--- src/rtl/roll_button_conditioner.sv ---
// roll_button_conditioner
// Turns the raw, bouncy roll push-button into a clean roll enable for the
// dice counter: synchroniser, debouncer, press detector and spin-burst FSM.
// Optional feature: define ROLL_HOLD_EN to keep roll asserted while the
// button is still held when the spin burst expires.

module roll_button_conditioner #(
   parameter int SYNC_STAGES     = 2,
   parameter int DEBOUNCE_CYCLES = 16,
   parameter int SPIN_CYCLES     = 12
) (
   input  logic clk,
   input  logic reset,
   input  logic button_in,
   output logic roll,
   output logic rolling,
   output logic roll_done,
   output logic btn_level
);

   localparam int DB_W   = $clog2(DEBOUNCE_CYCLES + 1);
   localparam int SPIN_W = $clog2(SPIN_CYCLES + 1);

   typedef enum logic [1:0] {
      IDLE         = 2'd0,
      SPIN         = 2'd1,
      WAIT_RELEASE = 2'd2
   } state_t;

   logic [SYNC_STAGES-1:0] sync_r;
   logic                   sync_q;
   logic [DB_W-1:0]        db_cnt;
   logic                   press;

   state_t                 state;
   state_t                 state_nx;
   logic [SPIN_W-1:0]      spin_cnt;
   logic [SPIN_W-1:0]      spin_cnt_nx;
   logic                   roll_nx;
   logic                   roll_done_nx;

   // Shift the asynchronous button through the synchroniser chain.
   always_ff @(posedge clk or posedge reset) begin
      if (reset) begin
         sync_r <= '0;
      end else begin
         sync_r <= {sync_r[SYNC_STAGES-2:0], button_in};
      end
   end

   assign sync_q = sync_r[SYNC_STAGES-1];

   // Accept a level change only after DEBOUNCE_CYCLES consecutive differing
   // samples; a press pulse is registered on the accepted rising edge.
   always_ff @(posedge clk or posedge reset) begin
      if (reset) begin
         db_cnt    <= '0;
         btn_level <= 1'b0;
         press     <= 1'b0;
      end else begin
         press <= 1'b0;
         if (sync_q != btn_level) begin
            if (db_cnt == DB_W'(DEBOUNCE_CYCLES - 1)) begin
               btn_level <= ~btn_level;
               db_cnt    <= '0;
               press     <= ~btn_level;
            end else begin
               db_cnt <= db_cnt + DB_W'(1);
            end
         end else begin
            db_cnt <= '0;
         end
      end
   end

   // FSM state, spin counter and the registered roll / roll_done outputs.
   always_ff @(posedge clk or posedge reset) begin
      if (reset) begin
         state     <= IDLE;
         spin_cnt  <= '0;
         roll      <= 1'b0;
         roll_done <= 1'b0;
      end else begin
         state     <= state_nx;
         spin_cnt  <= spin_cnt_nx;
         roll      <= roll_nx;
         roll_done <= roll_done_nx;
      end
   end

   // Next-state logic: one accepted press in IDLE launches one spin burst.
   always_comb begin
      state_nx    = state;
      spin_cnt_nx = spin_cnt;
      case (state)
         IDLE: begin
            if (press) begin
               state_nx    = SPIN;
               spin_cnt_nx = SPIN_W'(SPIN_CYCLES);
            end
         end
         SPIN: begin
            if (spin_cnt == SPIN_W'(1)) begin
`ifdef ROLL_HOLD_EN
               // Counter parks at 1 while held, so the exit test repeats each cycle.
               if (!btn_level) begin
                  state_nx    = IDLE;
                  spin_cnt_nx = '0;
               end
`else
               state_nx    = btn_level ? WAIT_RELEASE : IDLE;
               spin_cnt_nx = '0;
`endif
            end else begin
               spin_cnt_nx = spin_cnt - SPIN_W'(1);
            end
         end
         WAIT_RELEASE: begin
            if (!btn_level) begin
               state_nx = IDLE;
            end
         end
         default: begin
            state_nx    = IDLE;
            spin_cnt_nx = '0;
         end
      endcase
   end

   // Output decode from the next state so roll and roll_done leave flops.
   always_comb begin
      roll_nx      = (state_nx == SPIN);
      roll_done_nx = (state == SPIN) && (state_nx != SPIN);
   end

   assign rolling = (state != IDLE);

endmodule

--- config.mk ---
export PLATFORM = sky130hd
export DESIGN_NAME = roll_button_conditioner
export DESIGN_NICKNAME = d
export VERILOG_FILES = /design/src/rtl/roll_button_conditioner.sv
export SDC_FILE = /design/constraint.sdc
export NUM_CORES = 1
export LEC_CHECK = 0
export CAP_MARGIN = 20
export CORE_MARGIN = 5
export CORE_UTILIZATION = 40
export DETAILED_ROUTE_END_ITERATION = 12
export PLACE_DENSITY_LB_ADDON = 0.12
export SYNTH_ARGS = -nofsm -noshare
export SYNTH_HDL_FRONTEND = slang
export SYNTH_SLANG_ARGS = --single-unit
--- constraint.sdc ---
create_clock -name clk -period 1.8 [get_ports clk]
set_input_delay 0.54 -clock clk [delete_from_list [all_inputs] [get_ports clk]]
set_output_delay 0.54 -clock clk [all_outputs]
set_load 0.02 [all_outputs]
After elaboration in Yosys (flattened, before gate mapping):

Index checks and enable logic that the tools add are counted.

* register bits: 17
* input bits: 3
* output and inout port bits: 4

* add/subtract/negate cells: 2
* equal/unequal tests: 8
* muxes and demuxes: 12
* bitwise operators: 2
* reduce and logical (&&, ||, !) cells: 5

Operator list (number)
* $pmux 4 s3: 1
* $mux 5: 2
* $mux 2: 4
* $mux 4: 2
* $pmux 2 s3: 1
* $add 5x1->5 const B: 1
* $eq 5x4->1 const B: 1
* $eq 2x1->1 const B: 2
* $eq 4x1->1 const B: 1
* $reduce_and 2->1: 2
* $sub 4x1->4 const B: 1
* $eq 2x2->1 const B: 1
* $logic_not 2->1: 1
* $mux 1: 2
* $ne 2x1->1 const B: 1
* $ne 2x2->1 const B: 1
* $not 1->1: 2
* $reduce_bool 2->1: 1
* $logic_and 1x1->1: 1
* $ne 1x1->1: 1

Longest topological paths before layout:

Gate-level depths: netlist of the first run.

* depth after elaboration: 5
* mapped depth: 5

Worst setup path before layout of the first run:

Ideal clock, no wire load.

* kind: reg2out
* start: register state[0]
* end: output port rolling
* data arrival time: 769 ps
* required time: 1260 ps
* path slack: 491 ps
* stages on the path, launching flop included: 2
* path buffers: 0
* cell sequence: dfrtp_1 > or2_2

* longest elaborated chain between the ends: 1

Ends and longest elaborated chain
* start: declaration: line 35 `state_t state;`
* start signal: assignment: line 84 `state <= state_nx;`
* $reduce_bool 2->1: line 136 `assign rolling = (state != IDLE);`
* end: declaration: line 16 `output logic rolling,`

No other way between the ends.

Final worst setup path of the first run:

* start: register roll
* end: output port roll

RTL lines
* start: declaration: line 15 `output logic roll,`
* start signal: assignment: line 86 `roll <= roll_nx;`

No word-level cell between the ends.

==> results.cfg, run 1 <==
[die]
core_area_um2 = 1710
die_area_um2 = 2710
ios = 7
start_util_pct = 41.5
rows = 15
die_width_um = 52.1
fp.dieH_um = 52.1

[finish]
final_common_cell = dfrtp_1
fill_cells = 162
layout_common_cells = 17 x dfrtp_1, 6 x nor2_1, 5 x inv_1
nets = 78
area_delta_synth_final_pct = 18.2
layout-drive-gt1-share_pct = 15.5
diodes = 0
final-instance-count-excl-fill = 96

[route]
firstDrtPassIters = 2
num_vias = 431
viasPerCell = 4.49
dr.first_iter.drc_count = 1
wirelength_um = 1050
drc = 0
routedWlPerCell_um = 11.0
drtAntennaViolNets = 0

[yosys]
syn_inst = 59
ys_seq_area_share_pct = 60.1
syn_area_um2 = 708
synth_area_per_cell_um2 = 12.0
syn_nets = 65
synth.distinct_cells = 22
yosys_warnings = 0
synth_seq_cells = 17

[setup_path]
crit_fanout = 1
critPathTopFamily = buffers and inverters
r2r_slack_ps = 450
endpoint_kind = output pin
slowest_delay_ps = 590
startpoint_type = flop
path_cells = clkdlybuf4s50_1
worstSetupPathType = flop to output pin
cp.arrival_ps = 1200
cp.required_ps = 1260
cp.buffers_inverters = 1
crit_slowest_cell = clkdlybuf4s50_1

[power_and_ir_drop]
p_leak_nw = 0.428
peakVddDrop_mv = 0.398
p_per_area_nw_per_um2 = 750
power.total_w = 0.000628

[cts]
cts_tree = yes
cts-htree-levels = 1
cts_sinks = 17
root_buffer = clkbuf_4
insertion_delay_ps = 280
cts_buffers = 3
cts_buffer_depth = 2
clkTransAtPathRegs_ps = 90

[grt]
grt_pass1_vias = 445
antenna_found_initial = 0
grtUsageTotal_pct = 9.46
grt_overflow_total = 0
grt_pass1_wl_um = 1810
grt_max_degree = 18

[run_status]
status = completed

[place]
gp_congestion = 0.718
hpwl_um = 783
place_ws_ps = 50.0
port_buffers = 6
place_inst = 92

[timing]
worstMarginPinSlew_ps = 364
min_period_ps = 1740
drv_slew = 0
fin_crit_sh_pct = 96.7
fin_skew_ps = 3.69
setup_ws_ps = 60.1
hold_violations = 0
finalSetupTns_ps = 0
rsz0062_at_grt = false
max_freq_mhz = 575
setup_viol = 0
slew_headroom_pct = 75.4
whs_ps = 361

[job]
max_cap_violations = 0

[hold_path]
hold_class = flop to flop
## where the power goes
part	internal [W]	switching, W
logic	0.0000171	0.0000185
clock network	0.0000860	0.000107
registers	0.000391	0.00000760
## cell families (layout without fill, tap and decap cells)
logic type      count (synthesis)  count (layout)  share of synthesized area (%)
flops                          17              17                           60.1
buf+inv                         5              17                           2.65
mux                             1               1                           1.59
xor+xnor                        5               5                           6.18
compound gates                  8               8                           7.07
fa+ha+maj                       3               3                           5.30
simple gates                   20              20                           17.1
## layout make-up
| cell class | instances | area (um^2) | area share, % |
|---|---|---|---|
| Timing Repair Buffer | 8 | 71.3 | 8.52 |
| Inverter | 5 | 18.8 | 2.24 |
| Tap cell | 25 | 31.3 | 3.74 |
| Multi-Input combinational cell | 37 | 264 | 31.5 |
| Clock buffer | 4 | 26.3 | 3.14 |
| Sequential cell | 17 | 425 | 50.8 |
## metrics by stage
stage | instance area, um^2 | utilization (%)
global route | 837 | 49.0
CTS | 841 | 49.2
global placement | 815 | 47.7
floorplan | 708 | -
detailed placement | 815 | 47.7
finish | 837 | 49.0
## Yosys cell counts, drive strengths merged
master,instances,share of area [%]
o21a,1,1.1
or2,1,0.88
mux2,1,1.6
o32ai,1,1.2
ha,3,5.3
o21ai,3,2.1
nor4b,1,1.2
nand2b,3,3.0
o22ai,3,2.7
and2,1,0.88
nor2,7,4.8
nand3,2,1.4
xnor2,2,2.5
and3,1,0.88
dfrtp,17,60
nor2b,2,1.8
xor2,3,3.7
nor3,1,0.71
or3b,1,1.6
inv,5,2.7
## state kept, by name, summed over array words and instances (netlist names)
signal,cells
db_cnt,5
spin_cnt,4
state,2
sync_r,2
btn_level,1
press,1
roll,1
roll_done,1
## path summary, 6_finish.rpt
kind	from	end	cells past startpoint
worst max-delay path	roll$_DFF_PP0_	roll	1
worst min-delay path	sync_r[0]$_DFF_PP0_	sync_r[1]$_DFF_PP0_	0
worst max register to register	spin_cnt[1]$_DFFE_PP0P_	spin_cnt[0]$_DFFE_PP0P_	5
worst min register to register	sync_r[0]$_DFF_PP0_	sync_r[1]$_DFF_PP0_	0
max in group asynchronous	reset	sync_r[0]$_DFF_PP0_	3
min in group asynchronous	reset	roll$_DFF_PP0_	3
## per-layer routing
layer / vias to the layer above / share of wire, % / track usage [%]
met4: 0 / 0 / 2.62
met5: - / 0 / 0
met2: 8 / 48 / 15.3
met1: 202 / 46 / 10.7
met3: 0 / 5.6 / 5.16
li1: 221 / - / -
## timing repair
action                                  4_1_cts  5_1_grt
gates cloned                                  0        0
setup buffers                                 0        0
resized for setup                             4        2
hold buffers                                  0        0
endpoints found under the setup margin        2        2
hold endpoints to repair                      0        0
pin swaps                                     0        0
Note: power is estimated with default switching activity, not from simulation.
==> run 2: changes to the inputs <==
==> constraint.sdc (replaced) <==
create_clock -name clk -period 2.25 [get_ports clk]
set_input_delay 0.675 -clock clk [delete_from_list [all_inputs] [get_ports clk]]
set_output_delay 0.675 -clock clk [all_outputs]
set_load 0.02 [all_outputs]
==> run 2 against run 1 <==
Effect of this change: hold slack gained 0.99 ps; clock-buffer cell count down 1; combinational power decreased by 20%; core utilization down 0.22 points; sequential power shrank 20%; sequential share of layout area up 0.23 points; die area unchanged; register-to-register slack better by 430 ps; cell area down 0.45%; first-iteration DRC count shrank 100%.
==> results.cfg, run 2 (synthesized netlist as in run 1, its figures left out) <==
[route]
drtAntennaViolNets = 0
routedWlPerCell_um = 11.4
num_vias = 409
dr.first_iter.drc_count = 0
firstDrtPassIters = 1
wirelength_um = 1080
viasPerCell = 4.31
drc = 0

[timing]
worstMarginPinSlew_ps = 383
slew_headroom_pct = 74.2
fin_skew_ps = 7.93
finalSetupTns_ps = 0
drv_slew = 0
max_freq_mhz = 487
hold_violations = 0
setup_viol = 0
rsz0062_at_grt = false
setup_ws_ps = 195
min_period_ps = 2050
fin_crit_sh_pct = 91.3

[power_and_ir_drop]
peakVddDrop_mv = 0.328
clkPwrFrac_pct = 31.1
p_leak_nw = 0.405
p_int_w = 0.000393
netSwitchingPower_w = 0.000112
p_comb_share_pct = 5.6
p_per_area_nw_per_um2 = 606
seqPwrFrac_pct = 63.3
p_sw_share_pct = 22.2

[finish]
reg_top3 = db_cnt: 5 flops, spin_cnt: 4 flops
layout_common_cells = 17 x dfrtp_1, 6 x nor2_1, 5 x inv_1, 5 x clkdlybuf4s50_1
largest_reg_flops = 5
final_common_cell = dfrtp_1
nets = 77
fill_cells = 164
final_area_um2 = 833
area_delta_synth_final_pct = 17.7
diodes = 0
layout-drive-gt1-share_pct = 14.3
largest-register = db_cnt

[die]
start_util_pct = 41.5
die_area_um2 = 2710
fp.dieH_um = 52.1
ios = 7
die_width_um = 52.1
core_area_um2 = 1710
rows = 15

[grt]
grtUsageTotal_pct = 10.4
grt_pass1_wl_um = 2060
grt_max_degree = 18
grt_overflow_total = 0
antenna_found_initial = 0
grt_pass1_vias = 475

[cts]
cts_buffers = 3
cts_sinks = 17
cts_tree = yes
cts_buffer_depth = 2
clkTransAtPathRegs_ps = 100
cts-htree-levels = 1
insertion_delay_ps = 280
root_buffer = clkbuf_4
post_cts_buffers = 0

[job]
max_cap_violations = 0

[place]
placed_cell_area_um2 = 807
place_ws_ps = 287
gp_congestion = 0.761
port_buffers = 6
hpwl_um = 790

[run_status]
status = completed

[setup_path]
worstSetupPathType = flop to output pin
cp.arrival_ps = 1380
crit_fanout = 7
endpoint_kind = output pin
r2r_slack_ps = 880
startpoint_type = flop
cp.required_ps = 1570

[hold_path]
hold_class = flop to flop
-- run 2: cell types whose count changed in the layout (fill, tap and decap cells not counted) --
cell,previous run,this run
buf_4,2,1
clkdlybuf4s50_1,3,5
buf_2,1,0
clkinv_2,0,1
clkbuf_1,1,0
dlymetal6s2s_1,1,0
-- run 2: final timing paths --
kind                                         start                      end  cells after the start
min in group asynchronous                    reset  spin_cnt[0]$_DFFE_PP0P_                      3
min                            sync_r[0]$_DFF_PP0_      sync_r[1]$_DFF_PP0_                      0
max                             state[0]$_DFF_PP0_                  rolling                      2
max reg2reg                spin_cnt[1]$_DFFE_PP0P_       state[0]$_DFF_PP0_                      5
min reg2reg                    sync_r[0]$_DFF_PP0_      sync_r[1]$_DFF_PP0_                      0
max in group asynchronous                    reset       state[0]$_DFF_PP0_                      3
-- run 2: worst max-delay path: stages (launching register included) --
cell	delay, ps
dfrtp_1	450
or2_2	330
dlygate4sd2_1	330
-- run 2: timing repair --
action,CTS,global route
hold buffers,0,0
setup endpoints to repair,1,0
gates resized for setup,1,0
-- run 2: routing by layer --
layer | GRT usage (%) | vias to the layer above | wire length (um)
met3 | 3.15 | 2 | 48
met1 | 14.0 | 183 | 566
met4 | 5.24 | 0 | 13
li1 | - | 218 | -
met5 | 0 | - | 0
met2 | 14.9 | 6 | 450
-- run 2: power groups by stage --
stage | logic, W | registers (W) | clock network, W
6_report | 0.0000285 | 0.000319 | 0.000157
5_1_grt | 0.0000337 | 0.000321 | 0.000179
4_1_cts | 0.0000294 | 0.000320 | 0.000165
3_5_place_dp | 0.0000292 | 0.000325 | 0
3_3_place_gp | 0.0000296 | 0.000325 | 0
2_1_floorplan | 0.0000203 | 0.000324 | 0
-- run 2: through the flow --
stage                     hold slack [ps]  util [%]  total power, W  instances
final                                 362      48.8        0.000505         95
after detailed placement              342      47.3        0.000355         91
after CTS                             364      48.8        0.000514         95
after global routing                  381      48.8        0.000533         95
after floorplan                       331         -        0.000344         59
after global placement                337      47.3        0.000355         91
-- run 2: area by class of cell --
cell class              instances  area [um^2]  share of cell area (%)
clock buffers                   3         22.5                    2.70
clock inverters                 1         5.00                   0.601
inverters                       5         18.8                    2.25
multi-input cells              37          264                    31.7
flip-flops and latches         17          425                    51.1
well taps                      25         31.3                    3.75
repair buffers                  7         66.3                    7.96
